<file path="src/rtl/paddle_if.sv">
// paddle_if: button/status inputs and striker/tick outputs of one paddle controller
interface paddle_if;
    logic       btn_up, btn_down, btn_left, btn_right, goal, halt;
    logic [9:0] pos_x, pos_y;
    logic       cursor_clk, prev_cursor_clk, frozen;
    modport master(output btn_up, btn_down, btn_left, btn_right, goal, halt,
                   input pos_x, pos_y, cursor_clk, prev_cursor_clk, frozen);
    modport slave(input btn_up, btn_down, btn_left, btn_right, goal, halt,
                  output pos_x, pos_y, cursor_clk, prev_cursor_clk, frozen);
endinterface

</file>
<file path="src/rtl/paddle_ctrl.sv">
// paddle_ctrl: debounced push-button striker with cursor tick, goal freeze and halt hold
module paddle_ctrl #(
    parameter int TICK_DIV     = 500000,
    parameter int STEP         = 4,
    parameter int X_MIN        = 234,
    parameter int X_MAX        = 464,
    parameter int Y_MIN        = 111,
    parameter int Y_MAX        = 431,
    parameter int X_INIT       = 280,
    parameter int Y_INIT       = 271,
    parameter int DEBOUNCE     = 3,
    parameter int FREEZE_TICKS = 50
) (
    input logic clk,
    input logic clr,
    paddle_if.slave p
);
    localparam int DW = $clog2(TICK_DIV + 1);
    localparam int BW = $clog2(DEBOUNCE + 1);
    localparam int FW = $clog2(FREEZE_TICKS + 1);
    localparam logic signed [10:0] SS = 11'(STEP);
    localparam logic signed [10:0] XL = 11'(X_MIN);
    localparam logic signed [10:0] XH = 11'(X_MAX);
    localparam logic signed [10:0] YL = 11'(Y_MIN);
    localparam logic signed [10:0] YH = 11'(Y_MAX);
    typedef enum logic [1:0] {PLAY, FREEZE, HOLD} state_t;
    state_t state;
    logic [DW-1:0] div;
    logic [3:0] s1, s2, pr;
    logic [BW-1:0] bc [4];
    logic [BW-1:0] bn [4];
    logic [FW-1:0] fc;
    logic goal_d, pend, step;
    logic signed [10:0] dx, dy, sx, sy;
    logic [9:0] mx, my;
    assign step = p.cursor_clk & ~p.prev_cursor_clk;
    // button bits: 3 up, 2 down, 1 left, 0 right; pressed looks at the post-step count
    always_comb begin
        for (int i = 0; i < 4; i++) begin
            bn[i] = !s2[i] ? '0 : (bc[i] == BW'(DEBOUNCE)) ? bc[i] : bc[i] + 1'b1;
            pr[i] = bn[i] == BW'(DEBOUNCE);
        end
        dx = (pr[0] && !pr[1]) ? SS : (pr[1] && !pr[0]) ? -SS : '0;
        dy = (pr[2] && !pr[3]) ? SS : (pr[3] && !pr[2]) ? -SS : '0;
        sx = $signed({1'b0, p.pos_x}) + dx;
        sy = $signed({1'b0, p.pos_y}) + dy;
        mx = (sx < XL) ? 10'(X_MIN) : (sx > XH) ? 10'(X_MAX) : sx[9:0];
        my = (sy < YL) ? 10'(Y_MIN) : (sy > YH) ? 10'(Y_MAX) : sy[9:0];
    end
    always_ff @(posedge clk or posedge clr)
        if (clr) begin
            div               <= '0;
            p.cursor_clk      <= 1'b0;
            p.prev_cursor_clk <= 1'b0;
            s1                <= '0;
            s2                <= '0;
            goal_d            <= 1'b0;
            pend              <= 1'b0;
        end else begin
            div               <= (div == DW'(TICK_DIV - 1)) ? '0 : div + 1'b1;
            p.cursor_clk      <= (div == DW'(TICK_DIV - 1)) ? ~p.cursor_clk : p.cursor_clk;
            p.prev_cursor_clk <= p.cursor_clk;
            s1                <= {p.btn_up, p.btn_down, p.btn_left, p.btn_right};
            s2                <= s1;
            goal_d            <= p.goal;
            pend              <= (p.goal & ~goal_d) | (pend & ~step);
        end
    always_ff @(posedge clk or posedge clr)
        if (clr) begin
            state    <= PLAY;
            bc       <= '{default: '0};
            fc       <= '0;
            p.pos_x  <= 10'(X_INIT);
            p.pos_y  <= 10'(Y_INIT);
            p.frozen <= 1'b0;
        end else if (step) begin
            bc <= bn;
            case (state)
                PLAY:
                    if (pend) begin
                        p.pos_x  <= 10'(X_INIT);
                        p.pos_y  <= 10'(Y_INIT);
                        fc       <= '0;
                        state    <= FREEZE;
                        p.frozen <= 1'b1;
                    end else if (p.halt) begin
                        state    <= HOLD;
                        p.frozen <= 1'b1;
                    end else begin
                        p.pos_x <= mx;
                        p.pos_y <= my;
                    end
                FREEZE:
                    if (pend) begin
                        p.pos_x <= 10'(X_INIT);
                        p.pos_y <= 10'(Y_INIT);
                        fc      <= '0;
                    end else if (fc == FW'(FREEZE_TICKS - 1)) begin
                        state    <= p.halt ? HOLD : PLAY;
                        p.frozen <= p.halt;
                    end else begin
                        fc <= fc + 1'b1;
                    end
                HOLD:
                    if (pend) begin
                        p.pos_x <= 10'(X_INIT);
                        p.pos_y <= 10'(Y_INIT);
                        fc      <= '0;
                        state   <= FREEZE;
                    end else if (!p.halt) begin
                        state    <= PLAY;
                        p.frozen <= 1'b0;
                    end
                default: begin
                    state    <= PLAY;
                    p.frozen <= 1'b0;
                end
            endcase
        end
endmodule

</file>
<file path="src/flat_wrapper.sv">
// flat-port wrapper written by rule: the top's interface ports become plain ports
module paddle_ctrl_flat 
#(
    parameter int TICK_DIV     = 500000,
    parameter int STEP         = 4,
    parameter int X_MIN        = 234,
    parameter int X_MAX        = 464,
    parameter int Y_MIN        = 111,
    parameter int Y_MAX        = 431,
    parameter int X_INIT       = 280,
    parameter int Y_INIT       = 271,
    parameter int DEBOUNCE     = 3,
    parameter int FREEZE_TICKS = 50
)
  (clk, clr, p_btn_up, p_btn_down, p_btn_left, p_btn_right, p_goal, p_halt, p_pos_x, p_pos_y, p_cursor_clk, p_prev_cursor_clk, p_frozen);
  paddle_if p_i ();
  input logic clk;
  input logic clr;
  input wire logic [$bits(p_i.btn_up)-1:0] p_btn_up;
  input wire logic [$bits(p_i.btn_down)-1:0] p_btn_down;
  input wire logic [$bits(p_i.btn_left)-1:0] p_btn_left;
  input wire logic [$bits(p_i.btn_right)-1:0] p_btn_right;
  input wire logic [$bits(p_i.goal)-1:0] p_goal;
  input wire logic [$bits(p_i.halt)-1:0] p_halt;
  output wire logic [$bits(p_i.pos_x)-1:0] p_pos_x;
  output wire logic [$bits(p_i.pos_y)-1:0] p_pos_y;
  output wire logic [$bits(p_i.cursor_clk)-1:0] p_cursor_clk;
  output wire logic [$bits(p_i.prev_cursor_clk)-1:0] p_prev_cursor_clk;
  output wire logic [$bits(p_i.frozen)-1:0] p_frozen;
  assign p_i.btn_up = p_btn_up;
  assign p_i.btn_down = p_btn_down;
  assign p_i.btn_left = p_btn_left;
  assign p_i.btn_right = p_btn_right;
  assign p_i.goal = p_goal;
  assign p_i.halt = p_halt;
  assign p_pos_x = p_i.pos_x;
  assign p_pos_y = p_i.pos_y;
  assign p_cursor_clk = p_i.cursor_clk;
  assign p_prev_cursor_clk = p_i.prev_cursor_clk;
  assign p_frozen = p_i.frozen;
  paddle_ctrl #(.TICK_DIV(TICK_DIV), .STEP(STEP), .X_MIN(X_MIN), .X_MAX(X_MAX), .Y_MIN(Y_MIN), .Y_MAX(Y_MAX), .X_INIT(X_INIT), .Y_INIT(Y_INIT), .DEBOUNCE(DEBOUNCE), .FREEZE_TICKS(FREEZE_TICKS)) u_core (.clk(clk), .clr(clr), .p(p_i));
endmodule
</file>
<file path="config.mk">
export PLATFORM = sky130hd
export DESIGN_NAME = paddle_ctrl_flat
export DESIGN_NICKNAME = d
export VERILOG_FILES = /design/src/rtl/paddle_if.sv /design/src/rtl/paddle_ctrl.sv /design/src/flat_wrapper.sv
export SDC_FILE = /design/constraint.sdc
export NUM_CORES = 1
export LEC_CHECK = 0
export BUFFER_PORTS_ARGS = -buffer_cell sky130_fd_sc_hd__buf_4
export CORE_AREA = 2 2 80 101
export CTS_BUF_LIST = sky130_fd_sc_hd__clkbuf_16
export DETAILED_ROUTE_END_ITERATION = 10
export DIE_AREA = 0 0 82 103
export GPL_TIMING_DRIVEN = 0
export PLACE_DENSITY = 0.74
export SLEW_MARGIN = 20
export SYNTH_ARGS = -nofsm -noshare
export SYNTH_HDL_FRONTEND = slang
export SYNTH_SLANG_ARGS = --single-unit
</file>
<file path="constraint.sdc">
create_clock -name clk -period 2.8 [get_ports clk]
set_input_delay 0.14 -clock clk [delete_from_list [all_inputs] [get_ports clk]]
set_output_delay 0.14 -clock clk [all_outputs]
set_load 0.05 [all_outputs]
</file>
-- After elaboration in Yosys (flattened, before gate mapping)
Index checks and enable logic that the tools add are counted.
W data, S select, Z words.
- flip-flop bits (word level): 68
- input bits: 8
- word-level logic and storage cells: 119
- $add $sub $neg: 8
- magnitude comparators: 4
- equal/unequal tests: 22
- multiplexer cells: 44
- bitwise logic cells: 8
- reduce and logical (&&, ||, !) cells: 17
- operators with widths (operator ; number):
    $mux W10 ; 10
    $mux W11 ; 4
    $pmux W10 S2 ; 2
    $mux W2 ; 15
    $add A11 B11 Y11 ; 2
    $gt A11 B10 Y1 const B ; 2
    $add A19 B1 Y19 const B ; 1
    $eq A19 B19 Y1 const B ; 1
    $mux W19 ; 1
    $eq A2 B2 Y1 const B ; 9
    $mux W6 ; 3
    $ne A3 B2 Y1 const B ; 4
    $pmux W6 S2 ; 1
    $lt A11 B8 Y1 const B ; 1
    $lt A11 B9 Y1 const B ; 1
    $add A2 B1 Y2 const B ; 4
    $reduce_and A4 Y1 ; 2
    $add A6 B1 Y6 const B ; 1
    $eq A6 B6 Y1 const B ; 1
    $mux W1 ; 6
    $ne A2 B1 Y1 const B ; 3
    $ne A2 B2 Y1 const B ; 3
    $pmux W2 S3 ; 1
    $reduce_and A6 Y1 ; 1
    11 further kinds ; 24

-- Depth between registers and ports, before layout
- depth in word-level cells: 15
- mapped depth: 11
- depth with buffers taken out: 11

-- Worst setup path after synthesis
No wires, ideal clock.
- path kind: register -> register
- start: reg u_core.s2[1]
- end: reg u_core.p.pos_x[5]
- library setup time: 0.126 ns
- data arrival time: 2.973 ns
- setup slack: -0.299 ns
- cell stages (with the launch flop): 12
- path buffers: 0
- period minus slack after synthesis: 3.099 ns
- cell sequence: dfrtp_1 > and2_1 > ha_1 > inv_1 > ha_1 > fa_1 > a21o_1 > a2111oi_2 > o311ai_1 > a221o_1 > a21o_1 > a221o_1
- longest elaborated chain between the ends: 12
- elaborated cells on any way between the ends: 15
- RTL lines (item ; line ; text):
    start: declaration ; paddle_ctrl.sv:29 ; logic [3:0] s1, s2, pr;
    start signal: assignment ; paddle_ctrl.sv:56 ; s2 <= '0;
    start signal: assignment ; paddle_ctrl.sv:64 ; s2 <= s1;
    $mux W2 * ; paddle_ctrl.sv:40 ; bn[i] = !s2[i] ? '0 : (bc[i] == BW'(DEBOUNCE)) ? bc[i] : bc[i] + 1'b1;
    $eq A2 B2 Y1 * ; paddle_ctrl.sv:41 ; pr[i] = bn[i] == BW'(DEBOUNCE);
    $logic_and A1 B1 Y1 or $logic_not A1 Y1 (tied branches) ; paddle_ctrl.sv:43 ; dx = (pr[0] && !pr[1]) ? SS : (pr[1] && !pr[0]) ? -SS : '0;
    $mux W11 or $logic_and A1 B1 Y1 (tied branches) ; paddle_ctrl.sv:43 ;
    $mux W11 * ; paddle_ctrl.sv:43 ;
    $add A11 B11 Y11 * ; paddle_ctrl.sv:45 ; sx = $signed({1'b0, p.pos_x}) + dx;
    $gt A11 B10 Y1 ; paddle_ctrl.sv:47 ; mx = (sx < XL) ? 10'(X_MIN) : (sx > XH) ? 10'(X_MAX) : sx[9:0];
    $mux W10 ; paddle_ctrl.sv:47 ;
    $mux W10 * ; paddle_ctrl.sv:47 ;
    $mux W10 * ; paddle_ctrl.sv:86 ; end else if (p.halt) begin
    $mux W10 * ; paddle_ctrl.sv:80 ; if (pend) begin
    $pmux W10 S2 * ; paddle_ctrl.sv:78 ; case (state)
    end signal: assignment ; paddle_ctrl.sv:81 ; p.pos_x <= 10'(X_INIT);
    end signal: assignment ; paddle_ctrl.sv:90 ; p.pos_x <= mx;
    end signal: assignment ; paddle_ctrl.sv:95 ; p.pos_x <= 10'(X_INIT);
    end: declaration ; paddle_if.sv:9 ; output pos_x, pos_y, cursor_clk, prev_cursor_clk, frozen);
Every way passes the cells marked *; elsewhere a longest branch is shown, timed or not. The select of a mux whose other input is x is not followed.
A chain may end at the register's enable or synchronous reset.

-- Worst setup path after layout
- start: reg u_core.bc[5] (netlist name)
- end: reg u_core.p.pos_x[5]
- longest elaborated chain between the ends: 14
- elaborated cells on any way between the ends: 18
- RTL lines (item ; line ; text):
    start: declaration ; paddle_ctrl.sv:30 ; logic [BW-1:0] bc [4];
    start signal: assignment ; paddle_ctrl.sv:77 ; bc <= bn;
    $add A2 B1 Y2 or $eq A2 B2 Y1 (tied branches) ; paddle_ctrl.sv:40 ;
    $mux W2 * (2 in series) ; paddle_ctrl.sv:40 ;
    $eq A2 B2 Y1 * ; paddle_ctrl.sv:41 ;
    $logic_and A1 B1 Y1 or $logic_not A1 Y1 (tied branches) ; paddle_ctrl.sv:43 ;
    $mux W11 or $logic_and A1 B1 Y1 (tied branches) ; paddle_ctrl.sv:43 ;
    $mux W11 * ; paddle_ctrl.sv:43 ;
    $add A11 B11 Y11 * ; paddle_ctrl.sv:45 ;
    $gt A11 B10 Y1 ; paddle_ctrl.sv:47 ;
    $mux W10 ; paddle_ctrl.sv:47 ;
    $mux W10 * ; paddle_ctrl.sv:47 ;
    $mux W10 * ; paddle_ctrl.sv:86 ;
    $mux W10 * ; paddle_ctrl.sv:80 ;
    $pmux W10 S2 * ; paddle_ctrl.sv:78 ;
Marked as above.

==> metrics.log <==
INFO  metric tightest_slew = 0.639 ns
INFO  metric min-delay-path-class = in -> reg
INFO  metric crit_path_start_kind = register
INFO  metric port_buffers = 29
INFO  metric postSynthNetCount = 450
INFO  metric synth-warning-count = 0
INFO  metric antenna_found_initial = 0
INFO  metric setup_violations = 13
INFO  metric globalRouteOverflowTotal = 0
INFO  metric setup_slack_of_the_most_critical_reg_to_reg_path = -0.21 ns
INFO  metric crit_path_end_kind = register
INFO  metric seq_area_frac_synth = 42.4%
INFO  metric ff_latch_area = 1660 um^2
INFO  metric vias_in_the_first_global_route = 3276
INFO  metric final_nets = 514
INFO  metric grt_start_max_net_pins = 55
INFO  metric fill_cells = 599
INFO  metric critical_path_class = reg -> reg
INFO  metric cts_tree = yes
INFO  metric die_height = 103 um
INFO  metric fp-row-count = 36
INFO  metric critical_path_buf_inv_count = 1
INFO  metric syn_area_per_cell = 9.46 um^2
INFO  metric final-max-slew-violation-count = 0
INFO  metric finClkSkew = 0.00558 ns
INFO  metric post_synth_instance_area = 3920 um^2
INFO  metric max-cap-violations = 0
INFO  metric critical-path-max-stage-delay = 0.41 ns
INFO  metric wire_per_inst = 15.8 um
INFO  metric synth-edff-count = 0
INFO  metric detail_route.first_pass.iterations = 5
INFO  metric via_count = 3419
INFO  metric worst_ep_arrival_time = 3.23 ns
INFO  metric synth_top_area_cell = sky130_fd_sc_hd__dfrtp_1
INFO  metric power = 2.14 mW
INFO  metric static-leakage-power = 2.30 nW
INFO  metric place_inst = 539
INFO  metric timing.final.hold_violations = 0
INFO  metric synth_top_area_share = 37.7%
INFO  metric ys.flop_type = sky130_fd_sc_hd__dfrtp_1
INFO  metric worst_hold_path.num_cells = 3
INFO  metric core_area = 7570 um^2
INFO  metric antenna_violating_nets_post_route = 0
INFO  metric crit_end = u_core.p.pos_x[5]
INFO  metric status = finished with violations
INFO  metric critical_path.cell_chain = and2_4 > ha_4 > inv_2 > ha_4 > fa_2 > a21o_4 > a2111oi_4 > o311ai_2 > a221o_1 > a21o_1 > a221o_1
INFO  metric max_slew_margin = 57.2%
INFO  metric placed_area = 4310 um^2
INFO  metric synth_seq_cells = 66
INFO  metric post_synth_inst_count = 414
INFO  metric largest_vdd_supply_drop = 0.497 mV
INFO  metric die_w = 82 um
INFO  metric worstRegToRegCells = 11
INFO  metric antenna_cells = 0
INFO  metric wirelength = 9.12 mm
INFO  metric design_area = 5080 um^2
INFO  metric htreeDepth = 3
INFO  metric wire_length_of_the_first_global_routing_pass = 14.7 mm
INFO  metric drtIter0Drc = 162
INFO  metric finalNonFillerCells = 578
INFO  metric track_usage = 22.8%
INFO  metric min_period = 3.01 ns
INFO  metric place.detailed.hpwl = 5.88 mm
INFO  metric reg2reg_to = u_core.p.pos_x[5]
INFO  metric die-area = 8450 um^2
INFO  metric synthMostInstantiatedCell = sky130_fd_sc_hd__dfrtp_1
INFO  metric crit_start = u_core.bc[5]
INFO  metric tritoncts_num_sinks = 66
INFO  metric clkLatencyLatePin = 0.34 ns
INFO  metric synth_cell_types = 64
INFO  metric critical-path-slowest-cell = sky130_fd_sc_hd__fa_2
INFO  metric top_cells_by_area_synth = sky130_fd_sc_hd__dfrtp_1 38%, sky130_fd_sc_hd__ha_1 8.3%, sky130_fd_sc_hd__dfstp_2 4.7%
INFO  metric multi_input_area = 2440 um^2
INFO  metric start_util = 51.8%
INFO  metric p_per_area = 422 nW/um^2
INFO  metric crit_cells = 11
INFO  metric timing.final.ws_setup = -0.212 ns
INFO  metric yosys-top-cells-count = 59 x sky130_fd_sc_hd__dfrtp_1, 40 x sky130_fd_sc_hd__nor2_1, 31 x sky130_fd_sc_hd__nand2_1, 30 x sky130_fd_sc_hd__o21ai_0, 26 x sky130_fd_sc_hd__ha_1
INFO  metric place.gp.congestion = 0.856
INFO  metric violations = setup timing
INFO  metric drc = 0
INFO  metric worstPathRequired = 3.01 ns
INFO  metric path_clk_slew = 0.06 ns
INFO  metric maxClockFrequency = 332 MHz
INFO  metric clock_tree.root_cell = sky130_fd_sc_hd__clkbuf_16
INFO  metric ioPinCount = 31
INFO  metric post-route-period-util = 108%
INFO  metric grt_setup_unrepaired = yes
INFO  metric critPathTopFamily = compound AO/OA/AOI/OAI gates
INFO  metric r2r-start = u_core.bc[5]
INFO  metric areaGrowthSynthToFinish = 29.6%
INFO  metric tritoncts.num_buffers = 9
INFO  metric critical_path.max_fanout = 4
INFO  metric drive_above_1_share = 25.3%
INFO  metric cts-root-to-sink-buffers = 2
INFO  metric async_flop_share = 100%
INFO  metric average_vias_per_placed_instance = 5.92
-- metrics by stage --
| stage | utilization, % | worst slack, ns | hold WS [ns] | setup TNS (ns) |
|---|---|---|---|---|
| global route | 67.1 | -0.302 | 0.240 | -2.47 |
| detailed placement | 56.9 | -0.346 | 0.0749 | -3.10 |
| CTS | 64.4 | -0.245 | 0.201 | -1.17 |
| global placement | 56.5 | -0.342 | 0.250 | -2.86 |
| finish | 67.1 | -0.212 | 0.203 | -1.38 |
| floorplan | - | -0.143 | 0.171 | -0.388 |
-- cells in the final DEF, fill, tap and decap left out, types with 11 or more instances in the layout --
cell type,netlist,routed
sky130_fd_sc_hd__nand3_1,15,15
sky130_fd_sc_hd__and3_1,11,11
sky130_fd_sc_hd__dfrtp_1,59,59
sky130_fd_sc_hd__ha_1,26,20
sky130_fd_sc_hd__inv_1,20,17
sky130_fd_sc_hd__a21oi_1,25,22
sky130_fd_sc_hd__xnor2_1,12,11
sky130_fd_sc_hd__nand2_1,31,30
sky130_fd_sc_hd__nor2_1,40,37
sky130_fd_sc_hd__o21ai_0,30,26
sky130_fd_sc_hd__xor2_1,11,11
sky130_fd_sc_hd__buf_4,2,48
-- cell type report --
| type | count | share of cell area (%) |
|---|---|---|
| sequential | 66 | 32.7 |
| multi-input combinational | 319 | 48.0 |
| buffer | 9 | 0.985 |
| timing repair buffer | 53 | 8.52 |
| tap | 95 | 2.34 |
| clock inverter | 7 | 1.50 |
| clock buffer | 9 | 4.43 |
| inverter | 20 | 1.53 |
-- tightest hold or removal path, cell delays in order --
cell	delay [ns]
sky130_fd_sc_hd__buf_4	0.12
sky130_fd_sc_hd__a21oi_1	0.07
sky130_fd_sc_hd__a31oi_1	0.16
-- where the power goes --
group          switching, mW  internal [mW]  total, mW
Clock                  0.438          0.694       1.13
Sequential           0.00294          0.961      0.964
Combinational         0.0273         0.0197     0.0470
-- what timing repair did --
action                     CTS  global route
buffers inserted             8             9
cloned                       0             0
hold buffers                 6             0
gates resized for setup     29            24
setup endpoints to repair   14            16
hold endpoints to repair    17             0
pin swaps                   22            22
-- worst min-delay path by stage --
| stage | slack (ns) | end | start |
|---|---|---|---|
| 3_3_place_gp | 0.25 | u_core.s1[3] | p_btn_up |
| 3_5_place_dp | 0.07 | u_core.fc[0] | clr |
| 5_1_grt | 0.24 | u_core.p.frozen | p_halt |
| 6_report | 0.20 | u_core.p.frozen | p_halt |
| 2_1_floorplan | 0.17 | u_core.goal_d | p_goal |
| 4_1_cts | 0.20 | u_core.p.frozen | p_halt |
-- flip-flops by register name (all words and copies together), names as in the netlist --
name / cells
u_core.s2: 4
u_core.state: 2
u_core.goal_d: 1
u_core.fc: 6
u_core.pend: 1
u_core.p.cursor_clk: 1
u_core.p.pos_x: 9
u_core.bc: 8
u_core.p.pos_y: 9
u_core.p.prev_cursor_clk: 1
u_core.div: 19
u_core.s1: 4
u_core.p.frozen: 1
-- per-layer routing --
metal	vias to the layer above	global-route usage, %	part of all wire (%)
met5	-	0	0
met4	0	10.5	2.7
met3	22	3.50	3.8
met2	96	39.5	50
met1	1647	27.7	43
li1	1654	-	-
-- kinds of logic after synthesis --
group / Yosys count / synth area share, %
buffers and inverters: 29 / 3.19
AND/OR/NAND/NOR: 140 / 17.8
adder cells (fa/ha/maj): 29 / 9.58
XOR/XNOR: 23 / 5.14
other: 1 / 0.0957
flip-flops: 66 / 42.4
AO/OA/AOI/OAI: 126 / 21.8
Note: power is estimated with default switching activity, not from simulation.
